**src/rtl/vertex_xform_seq_pkg.sv**
```systemverilog
// Shared constants and state encoding for the vertex transform initiator.
package vertex_xform_seq_pkg;

    localparam logic [31:0] FLOAT_ONE    = 32'h3F800000;
    localparam int          VERTEX_WORDS = 3;

    typedef enum logic [2:0] {
        S_IDLE  = 3'd0,
        S_FETCH = 3'd1,
        S_START = 3'd2,
        S_BUSY  = 3'd3,
        S_OUT   = 3'd4
    } state_t;

endpackage

```
**src/rtl/vertex_xform_seq.sv**
```systemverilog
// Fetches x,y,z per vertex, appends w=1.0, runs the 4x4 engine and presents the result.
// About 44 cycles per vertex; a stalled output holds the result and blocks the next fetch.
module vertex_xform_seq
    import vertex_xform_seq_pkg::*;
#(
    parameter int ADDR_WIDTH  = 16,
    parameter int COUNT_WIDTH = 16
) (
    input  logic                   clock,
    input  logic                   reset,
    input  logic                   cmd_start,
    input  logic [ADDR_WIDTH-1:0]  cmd_base,
    input  logic [COUNT_WIDTH-1:0] cmd_count,
    output logic                   busy,
    output logic                   job_done,
    output logic [ADDR_WIDTH-1:0]  mem_addr,
    input  logic [31:0]            mem_rdata,
    output logic                   mv_start,
    output logic                   mv_mult_vec,
    output logic [31:0]            mv_v11,
    output logic [31:0]            mv_v21,
    output logic [31:0]            mv_v31,
    output logic [31:0]            mv_v41,
    input  logic                   mv_done,
    input  logic [31:0]            mv_o11,
    input  logic [31:0]            mv_o21,
    input  logic [31:0]            mv_o31,
    input  logic [31:0]            mv_o41,
    output logic                   out_valid,
    input  logic                   out_ready,
    output logic [31:0]            out_x,
    output logic [31:0]            out_y,
    output logic [31:0]            out_z,
    output logic [31:0]            out_w
);

    state_t                 r_state;
    logic [ADDR_WIDTH-1:0]  r_ptr;
    logic [COUNT_WIDTH-1:0] r_remaining;
    logic [1:0]             r_wcnt;
    logic [ADDR_WIDTH-1:0]  w_next_addr;

    assign w_next_addr = r_ptr + ADDR_WIDTH'(r_wcnt) + ADDR_WIDTH'(1);

    // Start is qualified by the live idle flag so it can never fire into a busy engine.
    assign mv_start    = (r_state == S_START) && mv_done;
    assign mv_mult_vec = 1'b1;

    always_ff @(posedge clock) begin
        if (reset) begin
            r_state     <= S_IDLE;
            r_ptr       <= '0;
            r_remaining <= '0;
            r_wcnt      <= '0;
            busy        <= 1'b0;
            job_done    <= 1'b0;
            mem_addr    <= '0;
            mv_v11      <= '0;
            mv_v21      <= '0;
            mv_v31      <= '0;
            mv_v41      <= '0;
            out_valid   <= 1'b0;
            out_x       <= '0;
            out_y       <= '0;
            out_z       <= '0;
            out_w       <= '0;
        end else begin
            job_done <= 1'b0;
            case (r_state)
                S_IDLE: begin
                    if (cmd_start) begin
                        if (cmd_count == '0) begin
                            job_done <= 1'b1;
                        end else begin
                            busy        <= 1'b1;
                            r_ptr       <= cmd_base;
                            mem_addr    <= cmd_base;
                            r_remaining <= cmd_count;
                            r_wcnt      <= '0;
                            r_state     <= S_FETCH;
                        end
                    end
                end
                S_FETCH: begin
                    r_wcnt <= r_wcnt + 2'd1;
                    if (r_wcnt < 2'd2)
                        mem_addr <= w_next_addr;
                    // Read data lags the address by one cycle, so word k lands on cycle k+1.
                    case (r_wcnt)
                        2'd0: mv_v41 <= FLOAT_ONE;
                        2'd1: mv_v11 <= mem_rdata;
                        2'd2: mv_v21 <= mem_rdata;
                        2'd3: begin
                            mv_v31  <= mem_rdata;
                            r_ptr   <= r_ptr + ADDR_WIDTH'(VERTEX_WORDS);
                            r_state <= S_START;
                        end
                    endcase
                end
                S_START: begin
                    if (mv_done)
                        r_state <= S_BUSY;
                end
                S_BUSY: begin
                    if (mv_done) begin
                        out_x     <= mv_o11;
                        out_y     <= mv_o21;
                        out_z     <= mv_o31;
                        out_w     <= mv_o41;
                        out_valid <= 1'b1;
                        r_state   <= S_OUT;
                    end
                end
                S_OUT: begin
                    if (out_ready) begin
                        out_valid <= 1'b0;
                        if (r_remaining == COUNT_WIDTH'(1)) begin
                            job_done <= 1'b1;
                            busy     <= 1'b0;
                            r_state  <= S_IDLE;
                        end else begin
                            r_remaining <= r_remaining - COUNT_WIDTH'(1);
                            mem_addr    <= r_ptr;
                            r_wcnt      <= '0;
                            r_state     <= S_FETCH;
                        end
                    end
                end
                default: r_state <= S_IDLE;
            endcase
        end
    end

endmodule

```
**config.mk**
```make
export PLATFORM = sky130hd
export DESIGN_NAME = vertex_xform_seq
export DESIGN_NICKNAME = d
export VERILOG_FILES = /design/src/rtl/vertex_xform_seq_pkg.sv /design/src/rtl/vertex_xform_seq.sv
export SDC_FILE = /design/constraint.sdc
export NUM_CORES = 1
export LEC_CHECK = 0
export BUFFER_PORTS_ARGS = -buffer_cell sky130_fd_sc_hd__buf_4
export CORE_UTILIZATION = 30
export DETAILED_ROUTE_END_ITERATION = 10
export GPL_ROUTABILITY_DRIVEN = 0
export SETUP_SLACK_MARGIN = 0.3
export SLEW_MARGIN = 10
export SYNTH_ARGS = -nofsm -noshare
export SYNTH_HDL_FRONTEND = slang
export SYNTH_SLANG_ARGS = --single-unit
```
**constraint.sdc**
```tcl
create_clock -name clock -period 2.19 [get_ports clock]
set_clock_uncertainty 0.05 [all_clocks]
set_input_delay 0.5475 -clock clock [delete_from_list [all_inputs] [get_ports clock]]
set_output_delay 0.5475 -clock clock [all_outputs]
set_load 0.01 [all_outputs]
```
== Word level (Yosys, flattened, before mapping) ==
Index checks and enable logic that the tools add are counted.
Word-level totals
  input bits: 197
  logic and storage cells: 98
  bits in registers: 281
Operators by class
  order comparisons: 1
  reduce and logical (&&, ||, !) cells: 20
  add/sub/neg operators: 5
  muxes and demuxes: 39
  eq/ne operators: 17
Operator list (count)
  two-way mux 16 bit: 10
  one-hot mux 16 bit (2 select lines): 2
  one-hot mux 16 bit (3 select lines): 1
  two-way mux 3 bit: 6
  != test 2 bit, second input constant: 9
  adder 16 x 1 -> 16 bit, second input constant: 1
  adder 16 x 2 -> 16 bit: 1
  adder 16 x 2 -> 16 bit, second input constant: 1
  equality test 16 x 1 -> 1 bit, second input constant: 1
  zero test 16 bit: 1
  subtractor 16 x 1 -> 16 bit, second input constant: 1
  one-hot mux 3 bit (5 select lines): 1
  AND reduction 5 bit: 3
  AND reduction 6 bit: 2
  two-way mux 1 bit: 11
  AND reduction 2 bit: 5
  two-way mux 2 bit: 4
  equality test 3 x 2 -> 1 bit, second input constant: 2
  one-hot mux 1 bit (2 select lines): 3
  one-hot mux 2 bit (3 select lines): 1
  nonzero test 2 bit: 3
  equality test 2 bit, second input constant: 2
  AND reduction 4 bit: 1
  equality test 3 x 1 -> 1 bit, second input constant: 1
  other kinds (9): 9

== Depth between registers and ports, before layout ==
Gate-level depths: netlist (run 1).
  depth in word-level cells: 4
  mapped depth: 9
  depth with buffers taken out: 8

== Least setup slack after synthesis (run 1) ==
OpenSTA, ideal clock, no wires.
  kind: flip-flop to flip-flop
  from: reg r_wcnt[0]
  to: reg mem_addr[12]
  data arrival time: 2012 ps
  clock period less this slack: 2150 ps
  data required time: 2052 ps
  slack: 40 ps
  cell stages (with the launch flop): 9
  path buffers: 0
  path through: dfxtp_1 -> inv_1 -> ha_1 -> fa_1 -> nand2b_1 -> nor4_1 -> xor2_1 -> nand2_1 -> a311oi_2
On the way
  cells in the longest elaborated chain, start to end: 4
  elaborated cells between the ends (all ways): 7
  those cells by class: add/sub (2); order compare (1); eq/ne (1); mux (2); reduce/logical (1)
Ends and longest elaborated chain
  start, declared: line vertex_xform_seq.sv:40  | logic [1:0] r_wcnt;
  start signal, assigned: line vertex_xform_seq.sv:85  | r_wcnt <= r_wcnt + 2'd1;
  adder 16 x 2 -> 16 bit: line vertex_xform_seq.sv:43  | assign w_next_addr = r_ptr + ADDR_WIDTH'(r_wcnt) + ADDR_WIDTH'(1);
  adder 16 x 1 -> 16 bit: line vertex_xform_seq.sv:43
  two-way mux 16 bit: line vertex_xform_seq.sv:86  | if (r_wcnt < 2'd2)
  one-hot mux 16 bit (3 select lines): line vertex_xform_seq.sv:69  | case (r_state)
  end signal, assigned: line vertex_xform_seq.sv:77  | mem_addr <= cmd_base;
  end signal, assigned: line vertex_xform_seq.sv:87  | mem_addr <= w_next_addr;
  end signal, assigned: line vertex_xform_seq.sv:123  | mem_addr <= r_ptr;
  end, declared: line vertex_xform_seq.sv:16  | output logic [ADDR_WIDTH-1:0] mem_addr,
Parallel ways exist; a longest one is shown, timed or not. The select of a mux whose other input is x is not followed.
A chain may end at the register's enable or synchronous reset.

== Worst setup path in the final report (run 1) ==
  from: reg r_state[1]
  to: reg r_remaining[0]
On the way
  cells in the longest elaborated chain, start to end: 3
  elaborated cells between the ends (all ways): 9
  those cells by class: eq/ne (5); mux (1); reduce/logical (3)
Ends and longest elaborated chain
  start, declared: line vertex_xform_seq.sv:37  | state_t r_state;
  start signal, assigned: line vertex_xform_seq.sv:51  | r_state <= S_IDLE;
  start signal, assigned: line vertex_xform_seq.sv:80  | r_state <= S_FETCH;
  start signal, assigned: line vertex_xform_seq.sv:96  | r_state <= S_START;
  equality test 3 bit or zero test 3 bit (tied branches): line vertex_xform_seq.sv:69
  != test 2 bit (no line) or nonzero test 2 bit (tied branches)
  AND reduction 5 bit (no line)
  end signal, assigned: line vertex_xform_seq.sv:78  | r_remaining <= cmd_count;
  end signal, assigned: line vertex_xform_seq.sv:122  | r_remaining <= r_remaining - COUNT_WIDTH'(1);
  end, declared: line vertex_xform_seq.sv:39  | logic [COUNT_WIDTH-1:0] r_remaining;
Parallel ways exist; a longest one is shown, timed or not.

==> flow_summary_export.csv, run 1 <==
group,metric,value,unit
run_status,outcome,"finished, final reports clean",
power,p_sw,0.00311,W
timing,post-route-min-period,2.01,ns
route,postRouteAntennaNets,0,
placement,post-dp-hpwl,29500,um
clock_tree,cts_hold_buffers,0,
timing,finalHoldViolCount,0,
floorplan,die_w,198,um
min_path,hp-start,"mv_o11[24]",
route,num_vias,12566,
yosys,synth_top_area_share,48.6,%
timing,report.final.slew_viol_count,0,
timing,slew_headroom,54.5,%
power,p_per_area,692,nW/um^2
power,comb_power_share,12.2,%
yosys,synth_flop_cell,"dfxtp_1",
global_routing,grt_start_max_net_pins,97,
global_routing,grt_pass1_wl,63000,um
clock_tree,cts_made_buffers,34,
floorplan,dieArea,39400,um^2
min_path,hold_path_end,"out_x[24]",
yosys,synthMostInstantiatedCell,"nand2_1",
yosys,ys_ff_latch,281,
timing,period_share,91.8,%
setup_path,path_class,"flip-flop to flip-flop",
finish,antenna_cells,0,
setup_path,path_cells,"buf_4 -> nor3b_4 -> and2_2 -> a32oi_4 -> buf_4 -> buf_6 -> o311a_1",
setup_path,cpMostUsedCell,"buf_4",
yosys,ys_seq_area_share,48.6,%
clock_tree,cts-root-buf,"clkbuf_16",
yosys,yosys.area.top_type,"dfxtp_1",
yosys,synth_edf_count,0,
floorplan,start_util,30.6,%
clock_tree,clk_latency,0.52,ns
finish,stdcell_area,18000,um^2
finish,drive_gt1_share,36.1,%
min_path,min_path_type,"input port to flip-flop",
yosys,netlist_instances,1506,
route,wl_per_cell,17.7,um
clock_tree,tritoncts,"done",
yosys,synth_cell_types,62,
global_routing,grt_overflow,0,
finish,fin_util,47.6,%
power,p_leak,7.32,nW
power,sw_frac_of_total,25.0,%
timing,tns,0,ns
setup_path,reg2reg_from,"r_state[1]",
setup_path,critPathRequiredTime,2.54,ns
floorplan,ios,474,
global_routing,grt_usage,20.4,%
placement,dpl-instance-area,15700,um^2
clock_tree,clockBufferDepth,3,
min_path,min_path_cells,3,
yosys,netlist_area,11600,um^2
route,drtIter0Drc,689,
global_routing,grt_pass1_vias,11316,
power,internal_power,0.00935,W
timing,setup_violations,0,
yosys,netlist_top_cells_count,"nand2_1, a21oi_1, dfxtp_1, clkbuf_1, nor2_1",
clock_tree,cts_htree_levels,2,
setup_path,critPathMaxStageDelay,0.35,ns
yosys,synth_area_leaders,"dfxtp_1, nand2_1, a21oi_1, clkbuf_1, buf_4",
power,clkPwrFrac,45.0,%
route,route.detailed.drc,0,
setup_path,startpoint_type,"flip-flop",
setup_path,r2r-end,"r_remaining[0]",
power,power.sequential.fraction,42.8,%
setup_path,cp_num_buf_inv,3,
floorplan,row_count,71,
timing,tightest_slew,0.682,ns
placement,io_buffers,447,
power,irDropWorstVdd,0.000495,V
setup_path,r2r_slack,0.18,ns
setup_path,cp-end-kind,"flip-flop",
setup_path,critical-path-slowest-cell,"dfxtp_4",
route,viasPerCell,4.98,
route,firstDrtPassIters,5,
finish,nets,2192,
global_routing,antenna_found_initial,0,
clock_tree,path_clk_slew,0.06,ns
yosys,yosysWarnings,0,
yosys,synthArstFlopShare,0,%
timing,max_freq,497,MHz
setup_path,worstPathArrival,2.36,ns
job,maxCapViolations,0,
floorplan,fp.coreArea,37800,um^2
route,wl,44700,um
yosys,syn_avg_cell_area,7.68,um^2
setup_path,r2r_cells,7,
floorplan,chipHeight,198,um
timing,rsz0062_at_grt,"true",
finish,area_delta_synth_final,55.7,%
clock_tree,cts.sinks,281,
setup_path,worst_path_dominant_cell_family,"simple AND/OR/NAND/NOR gates",
setup_path,crit_fanout,9,
==> layout by cell type (no fill, tap or decap), types with 5 or more instances in the layout <==
master / synthesis / routed
clkbuf_1: 103 / 6
nor2_1: 41 / 37
clkbuf_16: 0 / 43
nor3_4: 0 / 5
dfxtp_2: 0 / 5
nand2_1: 500 / 499
conb_1: 2 / 26
a31oi_1: 9 / 9
dfxtp_1: 281 / 269
nand3_1: 7 / 5
nor3_1: 20 / 12
o21ai_1: 22 / 18
buf_6: 0 / 13
a211oi_1: 14 / 11
o32ai_1: 8 / 6
nand4_1: 7 / 7
clkinv_2: 0 / 7
nor4_4: 1 / 9
clkbuf_8: 0 / 10
a221oi_1: 11 / 7
a21o_1: 10 / 10
buf_12: 0 / 16
ha_1: 10 / 8
nor4_1: 14 / 5
o311a_1: 7 / 7
a21oi_1: 284 / 279
o21ai_0: 16 / 14
inv_1: 13 / 8
buf_4: 32 / 525
dfxtp_4: 0 / 7
o21ai_2: 0 / 6
a21oi_2: 0 / 5
==> tightest hold or removal path, stage by stage <==
cell	delay (ns)
buf_4	0.11
nand2_1	0.05
a21oi_1	0.05
==> cells by family after synthesis <==
kind of cell | after synthesis | synth area share, %
AO/OA/AOI/OAI | 416 | 20.7
XOR/XNOR | 1 | 0.0757
adder cells (fa/ha/maj) | 11 | 1.25
buffers and inverters | 165 | 6.55
flip-flops | 281 | 48.6
multiplexers | 1 | 0.0865
other | 2 | 0.0649
AND/OR/NAND/NOR | 629 | 22.6
==> worst max path at each step <==
stage	from	end	slack (ns)	cells past startpoint
2_1_floorplan	cmd_count[11]	mem_addr[12]	0.20	5
3_3_place_gp	cmd_count[11]	mem_addr[12]	0.11	7
3_5_place_dp	r_remaining[1]	mem_addr[12]	0.06	8
4_1_cts	r_state[1]	mv_start	0.19	4
5_1_grt	r_state[2]	mem_addr[3]	0.12	6
6_report	r_state[1]	r_remaining[0]	0.18	7
==> power groups by stage <==
stage | clock (W) | sequential, W | combinational [W]
3_3_place_gp | 0 | 0.00543 | 0.00122
5_1_grt | 0.00596 | 0.00534 | 0.00162
6_report | 0.00561 | 0.00533 | 0.00152
4_1_cts | 0.00577 | 0.00532 | 0.00134
2_1_floorplan | 0 | 0.00544 | 0.000634
3_5_place_dp | 0 | 0.00543 | 0.00124
==> metal layers <==
metal	GRT usage [%]	vias to the layer above	share of wire, %
li1	-	6028	-
met1	23.9	5873	39
met2	34.9	574	49
met3	6.43	91	9.2
met4	7.46	0	2.8
met5	0	-	0
==> metrics by stage <==
| step | hold slack (ns) | total power [W] | setup WS, ns | cells |
|---|---|---|---|---|
| CTS | 0.186 | 0.0124 | 0.194 | 2477 |
| floorplan | 0.403 | 0.00607 | 0.198 | 1530 |
| global route | 0.205 | 0.0129 | 0.124 | 2521 |
| global placement | 0.392 | 0.00665 | 0.106 | 2396 |
| detailed placement | 0.397 | 0.00667 | 0.0560 | 2396 |
| finish | 0.221 | 0.0125 | 0.179 | 2521 |
==> cell type report <==
type	instances	area, um^2
multi-input combinational	1087	5870
clock buffer	52	1070
inverter	13	57.6
timing repair buffer	567	4650
tap	511	639
clock inverter	10	57.6
fill	3725	19800
sequential	281	5660
==> what timing repair did <==
action | 4_1_cts | 5_1_grt
gates resized for setup | 60 | 73
gates cloned | 2 | 10
pin swaps | 20 | 33
buffers inserted | 17 | 34
endpoints found under the setup margin | 166 | 213
==> registers in the layout, summed over array words and instances (netlist names) <==
signal / count
r_ptr: 16
out_z: 32
r_wcnt: 2
out_x: 32
r_state: 3
mv_v21: 32
out_valid: 1
job_done: 1
busy: 1
out_w: 32
r_remaining: 16
mv_v41: 1
mv_v11: 32
mem_addr: 16
out_y: 32
mv_v31: 32
No activity file was read; power rests on OpenSTA's default activity.
==> run 2, diff against run 1 <==
- PLACE_DENSITY_LB_ADDON: not set -> 0.1
==> run 2 against run 1 <==
Effect of this change:
- combinational power about the same
- total power up 0.86%
- first-iteration DRC count shrank 3.2%
- clock power rose by 1%
- highest routed layer is now met5
- core utilization rose by 0.70 points
- cell count hardly changed
==> flow_summary_export.csv, run 2 (synthesized netlist as in run 1, its figures left out) <==
group,metric,value,unit
setup_path,worstPathArrival,1.43,ns
timing,period_share,92.6,%
global_routing,antenna_found_initial,2,
global_routing,grt_start_max_net_pins,82,
route,route.detailed.drc,0,
placement,io_buffers,447,
global_routing,grt_pass1_wl,65800,um
clock_tree,clk_latency,0.52,ns
global_routing,use_met1,26.0,%
clock_tree,tritoncts,"done",
timing,max_freq,493,MHz
setup_path,startpoint_type,"flip-flop",
route,firstDrtPassIters,5,
global_routing,grt_util_met2,36.5,%
global_routing,grt_util_met3,6.44,%
global_routing,grt_pass1_vias,11290,
finish,final_cell_mix,"buf_4, nand2_1, a21oi_1",
min_path,min_path_type,"input port to flip-flop",
route,drtIter0Drc,667,
power,irDropWorstVdd,0.000604,V
timing,report.final.slew_viol_count,0,
finish,area_delta_synth_final,58.0,%
power,p_per_area,688,nW/um^2
power,internal_power,0.00940,W
placement,post-dp-hpwl,30500,um
finish,drive_gt1_share,37.2,%
clock_tree,cts.sinks,281,
run_status,outcome,"finished, final reports clean",
finish,layout.filler_cells,3814,
power,p_total,0.0126,W
timing,post-route-min-period,2.03,ns
route,wl_per_cell,18.8,um
clock_tree,cts_made_buffers,35,
power,clkPwrFrac,45.3,%
power,p_sw,0.00317,W
timing,setup_violations,0,
setup_path,path_class,"flip-flop to output port",
finish,stdcell_count,2523,
timing,rsz0062_at_grt,"true",
setup_path,cp-end-kind,"output port",
floorplan,ios,474,
floorplan,fp.coreArea,37800,um^2
clock_tree,cts-root-buf,"clkbuf_16",
global_routing,grt_overflow,0,
floorplan,start_util,30.6,%
setup_path,critPathRequiredTime,1.59,ns
clock_tree,cts_hold_buffers,0,
clock_tree,cts_htree_levels,2,
power,p_leak,7.41,nW
power,sw_frac_of_total,25.2,%
floorplan,dieArea,39400,um^2
finish,final_common_cell,"buf_4",
clock_tree,clockBufferDepth,3,
job,maxCapViolations,0,
power,power.sequential.fraction,42.5,%
clock_tree,path_clk_slew,0.06,ns
timing,finalHoldViolCount,0,
floorplan,row_count,71,
finish,nets,2195,
route,num_vias,12296,
route,postRouteAntennaNets,0,
finish,fin_util,48.3,%
route,viasPerCell,4.87,
floorplan,die_w,198,um
floorplan,chipHeight,198,um
route,wl,47300,um
placement,dpl.cell_count,2401,
global_routing,top_usage_layer,"met2",
finish,antenna_cells,0,
setup_path,crit_fanout,4,
global_routing,grt_usage,21.5,%
power,comb_power_share,12.3,%
## run 2: changes by cell type in the layout (fill, tap and decap cells not counted), moves of 4 or more
cell	delta
nor2_1	-5
dfxtp_2	+5
dfxtp_1	-4
buf_4	-11
nor2_2	+4
## run 2: path summary, 6_finish.rpt
check	from	endpoint	slack, ns	cells past startpoint
min reg2reg	mv_v31[28]	mv_v31[28]	0.40	2
min	mv_o21[2]	out_y[2]	0.22	3
max reg2reg	r_state[0]	mem_addr[6]	0.21	8
max	r_state[2]	mv_start	0.16	4
## run 2: area by class of cell
cell class | count | area (um^2) | share of cell area (%)
timing repair buffer | 567 | 4820 | 26.4
inverter | 13 | 55.1 | 0.301
clock buffer | 52 | 1040 | 5.69
tap | 511 | 639 | 3.50
sequential | 281 | 5660 | 31.0
multi-input combinational | 1089 | 5970 | 32.7
clock inverter | 10 | 87.6 | 0.479
## run 2: metal layers
layer	wire length [um]	vias to the layer above	share of wire, %
met1	19100	5773	40
met5	26	-	0.055
li1	-	6030	-
met4	1080	4	2.3
met3	3830	65	8.1
met2	23300	424	49
## run 2: repair_timing
item                                    CTS  global route
pin swaps                                 8            33
setup buffers                            10            32
gates cloned                              2            16
resized for setup                        47           123
endpoints found under the setup margin   88           268
hold endpoints to repair                  0             0
## run 2: per-stage QoR
step	cell area [um^2]	TNS, ns	hold WS, ns	setup WS (ns)
CTS	17200	0	0.183	0.135
global placement	15800	-0.652	0.392	-0.0640
global route	18300	0	0.193	0.108
floorplan	11800	0	0.403	0.198
detailed placement	15800	-0.494	0.393	-0.0653
finish	18300	0	0.217	0.161
## run 2: power by group through the flow
stage / registers (W) / clock network, W / logic, W
2_1_floorplan: 0.00544 / 0 / 0.000634
3_3_place_gp: 0.00543 / 0 / 0.00127
3_5_place_dp: 0.00543 / 0 / 0.00128
4_1_cts: 0.00532 / 0.00585 / 0.00135
5_1_grt: 0.00535 / 0.00605 / 0.00166
6_report: 0.00534 / 0.00569 / 0.00154
## run 2: worst max-delay path, stage by stage (launching register included)
cell and delay, ns:
dfxtp_4 0.36, buf_8 0.13, buf_12 0.12, nor3_4 0.16
buf_6 0.14
==> run 3, diff against run 2 <==
- CORE_AREA: not set -> 2 2 186 188
- CORE_UTILIZATION: 30 -> not set
- DIE_AREA: not set -> 0 0 188 190
- GPL_TIMING_DRIVEN: not set -> 0
==> run 3 against run 2 <==
Effect of this change:
- critical path depth rose by 1
- global-route usage grew 3.5 points
- register-to-register slack lost 0.08 ns
- highest routed layer is now met4
- sequential share of layout area increased by 0.75 points
- maximum frequency fell by 5.6%
- worst setup slack got worse by 0.12 ns
- first-iteration DRC count grew 32%
- core utilization increased by 4.2 points
- cell count about the same
==> flow_summary_export.csv, run 3 (synthesized netlist as in run 1, its figures left out) <==
group,metric,value,unit
global_routing,grt_util_met3,7.23,%
global_routing,grt_pass1_vias,12011,
power,power.sequential.fraction,43.4,%
global_routing,top_usage_layer,"met2",
setup_path,r2r-end,"mem_addr[10]",
timing,setup_slack,0.0403,ns
route,route.detailed.drc,0,
finish,drive_gt1_share,36.1,%
setup_path,path_cells,"buf_6 -> clkbuf_16 -> buf_12 -> nor3_4 -> buf_6",
timing,tightest_slew,0.836,ns
setup_path,worstPathArrival,1.55,ns
placement,post-dp-hpwl,35000,um
finish,antenna_cells,0,
placement,dpl.cell_count,2430,
clock_tree,clk_latency,0.56,ns
finish,nets,2252,
floorplan,ios,474,
timing,setup_violations,0,
floorplan,dieArea,35700,um^2
route,postRouteAntennaNets,0,
global_routing,use_met1,29.4,%
timing,holdWs,0.186,ns
route,num_vias,12575,
power,clkPwrFrac,44.2,%
global_routing,grt_util_met2,44.7,%
power,p_per_area,688,nW/um^2
clock_tree,clockBufferDepth,3,
floorplan,chipHeight,190,um
setup_path,critPathMaxStageDelay,0.32,ns
clock_tree,cts_made_buffers,31,
power,irDropWorstVdd,0.000632,V
clock_tree,tritoncts,"done",
min_path,hold_path_end,"out_z[30]",
finish,stdcell_area,17800,um^2
setup_path,cpMostUsedCell,"buf_6",
power,p_sw,0.00306,W
setup_path,r2r_cells,7,
setup_path,r2r_slack,0.13,ns
run_status,outcome,"finished, final reports clean",
placement,io_buffers,445,
setup_path,critical-path-slowest-cell,"dfxtp_2",
timing,finalHoldViolCount,0,
setup_path,crit_fanout,7,
route,viasPerCell,4.99,
global_routing,grt_start_max_net_pins,15,
clock_tree,path_clk_slew,0.06,ns
timing,slew_headroom,44.3,%
setup_path,startpoint_type,"flip-flop",
placement,dp_slack,-0.405,ns
power,internal_power,0.00921,W
timing,max_freq,465,MHz
route,wl_per_cell,18.7,um
setup_path,path_class,"flip-flop to output port",
finish,stdcell_count,2521,
timing,period_share,98.2,%
job,maxCapViolations,0,
power,comb_power_share,12.4,%
clock_tree,cts-root-buf,"clkbuf_16",
finish,final_common_cell,"buf_4",
route,drtIter0Drc,880,
timing,post-route-min-period,2.15,ns
floorplan,start_util,34.1,%
power,p_leak,7.35,nW
setup_path,cp-end-kind,"output port",
power,sw_frac_of_total,24.9,%
global_routing,grt_overflow,0,
floorplan,row_count,68,
timing,report.final.slew_viol_count,0,
floorplan,fp.coreArea,33900,um^2
finish,final_cell_mix,"buf_4, nand2_1, a21oi_1",
route,firstDrtPassIters,5,
min_path,min_path_cells,3,
placement,dpl-instance-area,15700,um^2
global_routing,grt_pass1_wl,70500,um
global_routing,antenna_found_initial,0,
route,wl,47100,um
setup_path,critPathRequiredTime,1.59,ns
min_path,hp-start,"mv_o31[30]",
setup_path,reg2reg_from,"r_ptr[1]",
finish,area_delta_synth_final,54.0,%
clock_tree,cts_htree_levels,1,
clock_tree,cts.sinks,281,
min_path,min_path_type,"input port to flip-flop",
timing,tns,0,ns
global_routing,grt_usage,25.0,%
floorplan,die_w,188,um
timing,rsz0062_at_grt,"true",
[run 3: cell types whose count changed in the layout (fill, tap and decap cells not counted), moves of 6 or more]
cell       delta
clkbuf_1     +32
nor3_1        +6
buf_2        +11
clkbuf_4     +20
buf_12       -16
o21ai_1       +7
clkbuf_16    -14
clkbuf_2     +27
[run 3: worst max path at each step]
stage	start	to	depth (start not counted)
2_1_floorplan	cmd_count[11]	mem_addr[12]	5
3_3_place_gp	reset	out_w[3]	4
3_5_place_dp	reset	out_w[6]	4
4_1_cts	r_state[2]	mv_start	5
5_1_grt	r_state[2]	mv_start	5
6_report	r_state[2]	mv_start	5
[run 3: critical path, delay by kind of cell (launching register included)]
family | cells | cell delay [ns]
buffers and inverters | 4 | 0.53
DFF | 1 | 0.32
and+or+nand+nor | 1 | 0.16
[run 3: cell type report]
class | count | area, um^2
fill | 3345 | 16100
multi-input combinational | 1084 | 5830
sequential | 281 | 5650
timing repair buffer | 481 | 3650
buffer | 152 | 998
clock buffer | 40 | 870
tap | 455 | 569
clock inverter | 15 | 181
inverter | 13 | 57.6
[run 3: routing by layer]
| layer | part of all wire (%) | up-vias |
|---|---|---|
| li1 | - | 6136 |
| met1 | 39 | 5851 |
| met2 | 50 | 502 |
| met3 | 8.6 | 86 |
| met4 | 2.6 | 0 |
| met5 | 0 | - |
[run 3: stage by stage]
stage,power [W],utilization [%]
after floorplan,0.00607,-
after global placement,0.00673,46.4
after detailed placement,0.00674,46.4
after CTS,0.0123,51.9
after global routing,0.0127,52.5
final,0.0123,52.5
[run 3: power groups by stage]
stage	combinational [W]	clock, W	sequential (W)
CTS	0.00148	0.00554	0.00532
detailed placement	0.00132	0	0.00542
floorplan	0.000634	0	0.00544
finish	0.00152	0.00542	0.00533
global route	0.00164	0.00571	0.00534
global placement	0.00131	0	0.00542
[run 3: what timing repair did]
item                       in CTS  in global routing
setup endpoints to repair     277                263
cloned                          4                  0
pin swaps                      31                  7
resized for setup             180                 80
setup buffers                  30                  2
hold buffers                    0                  0
